## src/rtl/add_sub_seq_ctrl.sv

```systemverilog
// Operand/operation sequencer for the 4-bit add/sub calculator demo.
// Buttons are synchronised and edge-detected; results latch after one exec cycle.
module add_sub_seq_ctrl #(
   parameter int WIDTH       = 4,
   parameter int SYNC_STAGES = 2,
   parameter int CNT_W       = 8
) (
   input  logic             clk,
   input  logic             rst_n,
   input  logic             btn_enter,
   input  logic             btn_clr,
   input  logic [WIDTH-1:0] sw_val,
   input  logic             sw_op,
   output logic             alu_op,
   output logic [WIDTH-1:0] alu_a,
   output logic [WIDTH-1:0] alu_b,
   input  logic [WIDTH-1:0] alu_result,
   input  logic             alu_overflow,
   input  logic             alu_zero,
   input  logic             alu_carry,
   output logic [WIDTH-1:0] res_q,
   output logic             ovf_q,
   output logic             zero_q,
   output logic             carry_q,
   output logic             ovf_sticky,
   output logic [CNT_W-1:0] op_count,
   output logic [1:0]       state_o
);

   typedef enum logic [1:0] {
      S_A    = 2'd0,
      S_B    = 2'd1,
      S_EXEC = 2'd2,
      S_SHOW = 2'd3
   } state_t;

   state_t state;
   state_t state_nx;

   logic [SYNC_STAGES-1:0] enter_sync;
   logic [SYNC_STAGES-1:0] clr_sync;
   logic                   enter_hist;
   logic                   clr_hist;
   logic                   enter_evt;
   logic                   clr_evt;

   logic load_a;
   logic load_b;
   logic load_chain;
   logic capture;
   logic clear;

   // Button synchronisers plus one history flop each for rising-edge detect
   always_ff @(posedge clk) begin
      if (!rst_n) begin
         enter_sync <= '0;
         clr_sync   <= '0;
         enter_hist <= 1'b0;
         clr_hist   <= 1'b0;
      end else begin
         enter_sync <= {enter_sync[SYNC_STAGES-2:0], btn_enter};
         clr_sync   <= {clr_sync[SYNC_STAGES-2:0], btn_clr};
         enter_hist <= enter_sync[SYNC_STAGES-1];
         clr_hist   <= clr_sync[SYNC_STAGES-1];
      end
   end

   assign enter_evt = enter_sync[SYNC_STAGES-1] & ~enter_hist;
   assign clr_evt   = clr_sync[SYNC_STAGES-1] & ~clr_hist;

   // State register
   always_ff @(posedge clk) begin
      if (!rst_n) begin
         state <= S_A;
      end else begin
         state <= state_nx;
      end
   end

   // Next-state and datapath strobes; clear beats enter and aborts exec
   always_comb begin
      state_nx   = state;
      load_a     = 1'b0;
      load_b     = 1'b0;
      load_chain = 1'b0;
      capture    = 1'b0;
      clear      = 1'b0;
      if (clr_evt) begin
         clear    = 1'b1;
         state_nx = S_A;
      end else begin
         case (state)
            S_A: begin
               if (enter_evt) begin
                  load_a   = 1'b1;
                  state_nx = S_B;
               end
            end
            S_B: begin
               if (enter_evt) begin
                  load_b   = 1'b1;
                  state_nx = S_EXEC;
               end
            end
            S_EXEC: begin
               capture  = 1'b1;
               state_nx = S_SHOW;
            end
            S_SHOW: begin
               if (enter_evt) begin
                  load_chain = 1'b1;
                  state_nx   = S_EXEC;
               end
            end
            default: state_nx = S_A;
         endcase
      end
   end

   // Operand registers and latched result/flags
   always_ff @(posedge clk) begin
      if (!rst_n || clear) begin
         alu_a      <= '0;
         alu_b      <= '0;
         alu_op     <= 1'b0;
         res_q      <= '0;
         ovf_q      <= 1'b0;
         zero_q     <= 1'b0;
         carry_q    <= 1'b0;
         ovf_sticky <= 1'b0;
      end else begin
         if (load_a) begin
            alu_a <= sw_val;
         end
         if (load_b) begin
            alu_b  <= sw_val;
            alu_op <= sw_op;
         end
         if (load_chain) begin
            alu_a  <= res_q;
            alu_b  <= sw_val;
            alu_op <= sw_op;
         end
         if (capture) begin
            res_q      <= alu_result;
            ovf_q      <= alu_overflow;
            zero_q     <= alu_zero;
            carry_q    <= alu_carry;
            ovf_sticky <= ovf_sticky | alu_overflow;
         end
      end
   end

   // Completed-op counter; survives CLEAR, saturates at all-ones
   always_ff @(posedge clk) begin
      if (!rst_n) begin
         op_count <= '0;
      end else if (capture && (op_count != '1)) begin
         op_count <= op_count + CNT_W'(1);
      end
   end

   assign state_o = state;

endmodule

```

## config.mk

```make
export PLATFORM = sky130hd
export DESIGN_NAME = add_sub_seq_ctrl
export DESIGN_NICKNAME = d
export VERILOG_FILES = /design/src/rtl/add_sub_seq_ctrl.sv
export SDC_FILE = /design/constraint.sdc
export NUM_CORES = 1
export LEC_CHECK = 0
export BUFFER_PORTS_ARGS = -buffer_cell sky130_fd_sc_hd__buf_2
export CAP_MARGIN = 20
export CORE_UTILIZATION = 52
export DETAILED_ROUTE_END_ITERATION = 8
export HOLD_SLACK_MARGIN = 0.02
export PLACE_DENSITY = 0.88
export SKIP_CTS_REPAIR_TIMING = 1
export SYNTH_ARGS = -nofsm -noshare
export SYNTH_HDL_FRONTEND = slang
export SYNTH_SLANG_ARGS = --single-unit
export TNS_END_PERCENT = 30
```

## constraint.sdc

```tcl
create_clock -name clk -period 3.7 [get_ports clk]
set_input_delay 0.74 -clock clk [delete_from_list [all_inputs] [get_ports clk]]
set_output_delay 0.74 -clock clk [all_outputs]
set_load 0.01 [all_outputs]
```

==> results.yml, run 1 <==
status:
  status: "finished clean"
flow_run:
  drv_cap: 0
timing:
  fin_skew_ps: 8.68
  hold_violations: 0
  setup-tns-final_ps: 0
  worst_pin_slew_ps: 649
  slew_viol_final: 0
  slew_headroom_pct: 56.5
  fmax_mhz: 574
  post-route-min-period_ps: 1740
  fin_crit_sh_pct: 47.1
  grt_setup_unrepaired: "no"
  finalSetupViolCount: 0
global_routing:
  use_met3_pct: 6.67
  gr-usage-all-layers_pct: 23.6
  grt.met2_usage_pct: 37.2
  grt_pass1_wl_mm: 4.55
  gr-usage-met1_pct: 27.8
  grt_most_used_layer: "met2"
  overflow: 0
  antenna_found_initial: 0
  grt_pass1_vias: 1059
  grt_max_degree: 13
pwr:
  leakage_uw: 0.000718
  peakVddDrop_mv: 0.342
  p_per_area_nw_per_um2: 422
  total_power_uw: 680
clocking:
  cts_buffer_depth: 2
  clock_latency_ps: 340
  numCtsBuffers: 5
  root_buffer: "clkbuf_4"
  cts_tree: "yes"
  clk_pin_slew_ps: 100
  cts_sinks: 33
  htreeDepth: 2
floorplan:
  rows: 17
  start_util_pct: 57.1
  die_w_um: 52.2
  core-area_sq_um: 2300
  io_pins: 43
  dieArea_sq_um: 2730
  chipHeight_um: 52.2
setup_path:
  cp_cell_sequence: "buf_2"
  cp.buffers_inverters: 1
  crit_path_top_delay_cell: "dfxtp_1"
  ff2ff_path_depth: 4
  worstSetupPathType: "reg -> out"
  r2r-start: "state_o[1]"
  arrival_ps: 1000
  end_kind: "primary output"
  start_kind: "flop"
  regToRegSetupSlack_ps: 2010
  critPathTopFamily: "flip-flops"
  critPathMaxFanout: 7
  required_ps: 2960
  worstReg2RegEnd: "op_count[3]"
  critPathMaxStageDelay_ps: 480
yosys:
  synth_ff_type: "dfxtp_1"
  synthDistinctLibCells: 29
  synth-edff-count: 0
  syn-num-nets: 149
  ys.warnings.count: 0
  synth-async-reset-ratio_pct: 0
  avgSynthCellArea_sq_um: 9.94
  synth.ff_latch_count: 33
  ys_seq_area_share_pct: 50.3
  syn_inst: 132
  synth_area_sq_um: 1310
final_layout:
  fill_cells: 183
  layout-drive-gt1-share_pct: 32.0
  design_area_sq_um: 1610
  syn_to_final_growth_pct: 22.8
  multi_input_area_sq_um: 609
  final_cells: 206
  antenna_cells: 0
  ff_latch_area_sq_um: 661
  nNetsFinal: 194
worst_hold_path:
  hold_class: "reg -> reg"
  hold_path_end: "enter_sync[1]"
  whs_path_depth: 1
  hold_start: "enter_sync[0]"
routing:
  drc: 0
  finalWirelength_mm: 2.89
  wire_per_inst_um: 14.0
  drt_pre_antenna_iters: 4
  vias: 1152
  drtAntennaViolNets: 0
  drt_first_iter_violations: 28
  vias_per_cell: 5.59
place:
  place_congestion: 0.728
  port_buffers: 42
  dpl.cell_count: 198
  dpl_cell_area_sq_um: 1530
  hpwl_mm: 1.96
-- power by group --
group	internal, uW	leakage [uW]	switching [uW]	total [uW]
combinational	14.9	0.000406	18.7	33.6
clock	161	0.0000455	121	283
sequential	360	0.000267	3.13	364
total	537	0.000718	143	680
-- cells in the mapped netlist, drive strengths merged (3+ instances only) --
cell type / number / area share (%)
nor3: 4 / 1.5
dfxtp: 33 / 50
inv: 3 / 0.86
nor2: 14 / 4.0
mux2i: 11 / 8.4
o221a: 6 / 5.1
nand3: 5 / 1.9
nand2: 7 / 2.0
nor4: 3 / 1.4
nand2b: 5 / 3.0
buf: 3 / 2.1
o21ai: 6 / 2.3
a21oi: 10 / 3.8
and2: 7 / 3.3
-- cell usage in the layout (no fill, tap or decap) --
cell type	synthesis	final
o31ai_1	1	1
nand3_1	5	5
and3_1	1	1
o221a_2	6	6
ha_1	1	1
o31a_1	1	1
a21oi_1	10	10
o21ai_0	6	6
and3b_1	1	1
nand4_1	1	1
clkbuf_1	1	1
buf_2	1	42
nand3b_1	1	1
nor4_1	3	3
nand2b_4	1	1
bufinv_16	0	1
a2111oi_4	1	1
nand2b_1	4	4
or4_1	1	1
mux2i_1	11	11
nor2_1	14	14
clkbuf_4	0	5
dfxtp_1	33	33
a211oi_1	2	2
and2_1	7	7
nor3_1	4	4
nor2b_1	2	2
nand2_1	7	7
clkbuf_8	0	1
inv_1	3	3
or3_1	1	1
-- routing by layer --
| layer | wire length, um | up-vias | share of wire [%] |
|---|---|---|---|
| met5 | 0 | - | 0 |
| met4 | 57 | 0 | 2.0 |
| met3 | 141 | 7 | 4.9 |
| met2 | 1370 | 36 | 47 |
| met1 | 1320 | 541 | 46 |
| li1 | - | 568 | - |
-- worst max path at each step --
stage	start	to	slack (ps)	cells past startpoint
after floorplan	state_o[1]	op_count[5]	2210	6
after global placement	rst_n	alu_a[1]	1850	5
after detailed placement	rst_n	alu_a[2]	1730	5
after CTS	op_count[7]	op_count[7]	1950	1
after global routing	op_count[7]	op_count[7]	1890	1
final	op_count[7]	op_count[7]	1960	1
-- flip-flops by register name (all words and copies together) (netlist names) --
register / flops
op_count: 8
alu_a: 4
alu_b: 4
res_q: 4
clr_sync: 2
enter_sync: 2
state_o: 2
alu_op: 1
carry_q: 1
clr_hist: 1
enter_hist: 1
ovf_q: 1
ovf_sticky: 1
zero_q: 1
-- logic make-up (layout without fill, tap and decap cells) --
logic type | Yosys count | after routing | share of synthesized area, %
buffers and inverters | 7 | 53 | 3.24
and+or+nand+nor | 53 | 53 | 21.4
DFF | 33 | 33 | 50.3
adders and majority gates | 1 | 1 | 0.953
AOI/OAI and AO/OA | 27 | 27 | 15.7
muxes | 11 | 11 | 8.39
-- metrics by stage --
stage | setup slack (ps) | hold slack (ps) | utilization [%]
global route | 1890 | 458 | 70.2
CTS | 1950 | 448 | 70.2
detailed placement | 1730 | 425 | 66.4
finish | 1960 | 439 | 70.2
floorplan | 2210 | 412 | -
global placement | 1850 | 415 | 66.4
-- area by class of cell --
cell class | count | share of cell area [%]
tap | 28 | 2.17
clock inverter | 1 | 1.86
clock buffer | 7 | 3.42
multi-input combinational | 92 | 37.8
sequential | 33 | 41.0
timing repair buffer | 42 | 13.0
inverter | 3 | 0.699
No activity file was read; power rests on OpenSTA's default activity.
==> run 2: changes to the inputs <==
CORE_UTILIZATION = 49   (was 52)
PLACE_DENSITY = 0.84   (was 0.88)
clock period = 1.76 ns   (was 3.7 ns; I/O delays follow)
==> results.yml, run 2 (same netlist as run 1, synthesis figures left out) <==
status:
  status: "finished clean"
global_routing:
  antenna_found_initial: 0
  overflow: 0
  grt_pass1_wl_mm: 4.04
  grt_max_degree: 13
  grt_pass1_vias: 973
  gr-usage-all-layers_pct: 20.6
routing:
  drc: 0
  vias_per_cell: 5.44
  wire_per_inst_um: 12.7
  drtAntennaViolNets: 0
  finalWirelength_mm: 2.67
  drt_pre_antenna_iters: 4
  vias: 1142
  drt_first_iter_violations: 17
worst_hold_path:
  hold_class: "in -> reg"
  hold_start: "btn_clr"
timing:
  slew_headroom_pct: 64.2
  fin_crit_sh_pct: 84.0
  fin_ws_ps: 282
  post-route-min-period_ps: 1480
  fin_skew_ps: 9.11
  worst_pin_slew_ps: 535
  setup-tns-final_ps: 0
  finalSetupViolCount: 0
  grt_setup_unrepaired: "no"
  fmax_mhz: 677
  slew_viol_final: 0
  hold_violations: 0
pwr:
  leakage_uw: 0.000724
  p_per_area_nw_per_um2: 812
  peakVddDrop_mv: 0.638
clocking:
  clk_pin_slew_ps: 100
  cts_buffer_depth: 2
  root_buffer: "clkbuf_4"
  numCtsBuffers: 5
  clock_latency_ps: 340
  cts_sinks: 33
  htreeDepth: 2
  cts_tree: "yes"
final_layout:
  final_common_cell: "buf_2"
  utilization_pct: 64.6
  antenna_cells: 0
  syn_to_final_growth_pct: 23.0
  layout-drive-gt1-share_pct: 33.3
  largest_register_ff_count: 8
  nNetsFinal: 196
  fill_cells: 210
  top_register: "op_count"
  final_cells: 210
  final_cell_mix: "42 x buf_2, 33 x dfxtp_1, 14 x nor2_1, 11 x mux2i_1, 10 x a21oi_1"
floorplan:
  die_w_um: 53.8
  io_pins: 43
  chipHeight_um: 53.8
  dieArea_sq_um: 2890
  start_util_pct: 52.5
  rows: 18
  core-area_sq_um: 2500
setup_path:
  critPathLaunch: "state_o[0]"
  arrival_ps: 1750
  r2r-start: "state_o[0]"
  critPathMaxFanout: 11
  required_ps: 2030
  worstSetupPathType: "reg -> reg"
  start_kind: "flop"
  end_kind: "flop"
place:
  dpl.cell_count: 202
  place_congestion: 0.789
  hpwl_mm: 2.08
  port_buffers: 42
  dp_slack_ps: 224
flow_run:
  drv_cap: 0
run 2: worst max-delay path, cell delays in order, from the launching register on:
cell	delay [ps]
dfxtp_1	360
nand2b_1	170
nand2b_4	210
or4_1	520
a21oi_1	150
run 2: metrics by stage:
step,hold WS [ps],power (uW),area [sq um]
2_1_floorplan,412,819,1310
3_3_place_gp,417,849,1540
3_5_place_dp,423,853,1540
4_1_cts,202,1330,1610
5_1_grt,205,1380,1610
6_report,221,1310,1610
run 2: final timing paths:
path | to | slack [ps] | depth (start not counted)
setup / recovery | op_count[3] | 280 | 4
hold / removal | clr_sync[0] | 220 | 2
setup reg to reg | op_count[3] | 280 | 4
hold reg to reg | enter_sync[1] | 440 | 1
run 2: layout make-up:
class,instances,area (sq um),share of cell area [%]
clock inverter,1,5.00,0.310
multi-input combinational,92,609,37.8
tap,30,37.5,2.33
timing repair buffer,44,225,14.0
clock buffer,7,65.1,4.03
inverter,3,11.3,0.698
sequential,33,661,40.9
run 2: power by group:
group | internal (uW) | leakage [uW] | switching [uW]
logic | 31.9 | 0.000415 | 38.7
clock network | 231 | 0.0000413 | 244
registers | 758 | 0.000267 | 6.22
total | 1020 | 0.000724 | 289
run 2: layer usage:
| layer | GRT usage [%] | routed length (um) |
|---|---|---|
| met1 | 19.3 | 1070 |
| met2 | 35.4 | 1340 |
| met3 | 9.89 | 190 |
| met4 | 13.6 | 62 |
| met5 | 0 | 0 |
==> run 3: changes to the inputs <==
ABC_AREA = 1   (was default)
CORE_UTILIZATION = 45   (was 49)
PLACE_DENSITY = 0.8   (was 0.84)
clock period = 1.2 ns   (was 1.76 ns; I/O delays follow)
==> results.yml, run 3 <==
status:
  status: "finished, violations left"
  violations: "DRC"
worst_hold_path:
  whs_path_depth: 3
  hold_class: "in -> reg"
yosys:
  ys_top_cells_by_count: "33 x dfxtp_1, 25 x nand2_1, 23 x inv_1, 23 x nor2_1, 20 x a21oi_1"
  yosys.area.top_type: "dfxtp_1"
  synth.most_common_cell: "dfxtp_1"
  ys_seq_area_share_pct: 47.3
  avgSynthCellArea_sq_um: 7.68
  ys.warnings.count: 0
  synth_ff_type: "dfxtp_1"
  yosys-top-cells-area: "dfxtp_1 47%, a21oi_1 7.2%, nand2_1 6.7%, inv_1 6.2%, nor2_1 6.2%"
  synthDistinctLibCells: 22
  syn_inst: 182
  synth-async-reset-ratio_pct: 0
  synth.top_cell.area_share_pct: 47.3
  synth-edff-count: 0
  syn-num-nets: 199
  synth.ff_latch_count: 33
  synth_area_sq_um: 1400
global_routing:
  grt_max_degree: 17
  grt_pass1_vias: 1170
  overflow: 0
  grt_pass1_wl_mm: 4.93
  gr-usage-all-layers_pct: 18.9
  antenna_found_initial: 0
setup_path:
  critPathMaxFanout: 5
  required_ps: 1420
  start_kind: "flop"
  arrival_ps: 1390
  ff2ff_path_depth: 6
  end_kind: "flop"
  worstSetupPathType: "reg -> reg"
final_layout:
  antenna_cells: 0
  largest_register_ff_count: 8
  nNetsFinal: 257
  design_area_sq_um: 1880
  layout-drive-gt1-share_pct: 40.7
  final_common_cell: "buf_2"
  syn_to_final_growth_pct: 34.3
  final_cell_mix: "38 x buf_2, 24 x dfxtp_1, 23 x inv_1, 23 x nand2_1, 20 x nor2_1"
  final_cells: 272
  top_register: "op_count"
timing:
  finalSetupViolCount: 0
  post-route-min-period_ps: 1170
  fin_crit_sh_pct: 97.2
  grt_setup_unrepaired: "yes"
  fmax_mhz: 858
  hold_violations: 0
  fin_skew_ps: 6.90
  worst_pin_slew_ps: 261
  slew_headroom_pct: 82.6
  slew_viol_final: 0
routing:
  drtAntennaViolNets: 0
  drt_first_iter_violations: 50
  drc: 2
  vias_per_cell: 4.95
  drt_pre_antenna_iters: 6
  finalWirelength_mm: 3.17
  wire_per_inst_um: 11.7
  vias: 1347
clocking:
  cts_sinks: 33
  clock_latency_ps: 320
  root_buffer: "clkbuf_4"
  numCtsBuffers: 5
  cts_tree: "yes"
  clk_pin_slew_ps: 100
  htreeDepth: 2
  cts_buffer_depth: 2
place:
  dpl_cell_area_sq_um: 1710
  port_buffers: 42
  place_congestion: 0.853
  dpl.cell_count: 262
  hpwl_mm: 2.20
floorplan:
  io_pins: 43
  start_util_pct: 49.0
  die_w_um: 57.7
  dieArea_sq_um: 3330
  rows: 19
  chipHeight_um: 57.7
  core-area_sq_um: 2850
pwr:
  leakage_uw: 0.000914
  p_per_area_nw_per_um2: 989
  peakVddDrop_mv: 0.581
flow_run:
  drv_cap: 0
==> run 3: cell types whose count changed after synthesis, sizes merged, moves of 6 or more <==
cell and delta:
mux2i -11, o21ai +11, a21oi +10, and2 -7, o221a -6, nand2 +25
nor2 +16, inv +25
==> run 3: routing by layer <==
layer / global-route usage, % / vias up / part of all wire [%]
li1: - / 705 / -
met1: 25.2 / 587 / 45
met2: 29.1 / 51 / 48
met3: 4.69 / 4 / 5.8
met4: 8.50 / 0 / 1.5
met5: 0 / - / 0
==> run 3: power breakdown <==
| part | leakage (uW) | switching (uW) | total (uW) | internal [uW] |
|---|---|---|---|---|
| Combinational | 0.000610 | 82.5 | 139 | 56.8 |
| Clock | 0.0000320 | 365 | 588 | 223 |
| Sequential | 0.000272 | 15.0 | 1130 | 1110 |
==> run 3: cell type report <==
type                    count  area, sq um
fillers                   255          976
multi-input cells         120          694
flip-flops and latches     33          674
repair buffers             52          310
inverters                  28          108
clock buffers               6         41.3
well taps                  31         38.8
clock inverters             2         10.0
==> run 3: worst paths after layout <==
| check | slack (ps) | to | start |
|---|---|---|---|
| worst max-delay path | 30 | op_count[2] | op_count[1] |
| worst min-delay path | 100 | enter_sync[0] | btn_enter |
| worst max register to register | 30 | op_count[2] | op_count[1] |
| worst min register to register | 410 | clr_sync[1] | clr_sync[0] |
==> run 3: critical path, cell delays in order, from the launching register on <==
cell and delay (ps):
dfxtp_2 370, ha_4 160, nand2_4 60, nor2_4 150, nand2_4 100, a31oi_1 190
nor2_1 50
==> run 3: logic make-up after synthesis <==
| family | Yosys count | synth area share (%) |
|---|---|---|
| and+or+nand+nor | 80 | 29.8 |
| adders and majority gates | 1 | 0.895 |
| buffers and inverters | 30 | 8.33 |
| AOI/OAI and AO/OA | 38 | 13.7 |
| DFF | 33 | 47.3 |
==> run 3: stage by stage <==
step,setup TNS [ps],total power [uW],hold WS [ps],utilization [%],setup slack [ps]
2_1_floorplan,0,1230,338,-,11.1
3_3_place_gp,0,1290,396,59.9,28.8
3_5_place_dp,-51.5,1290,399,59.9,-24.6
4_1_cts,-208,1860,87.8,61.7,-49.8
5_1_grt,-172,1950,86.6,65.8,-29.5
6_report,0,1860,98.9,65.8,34.1
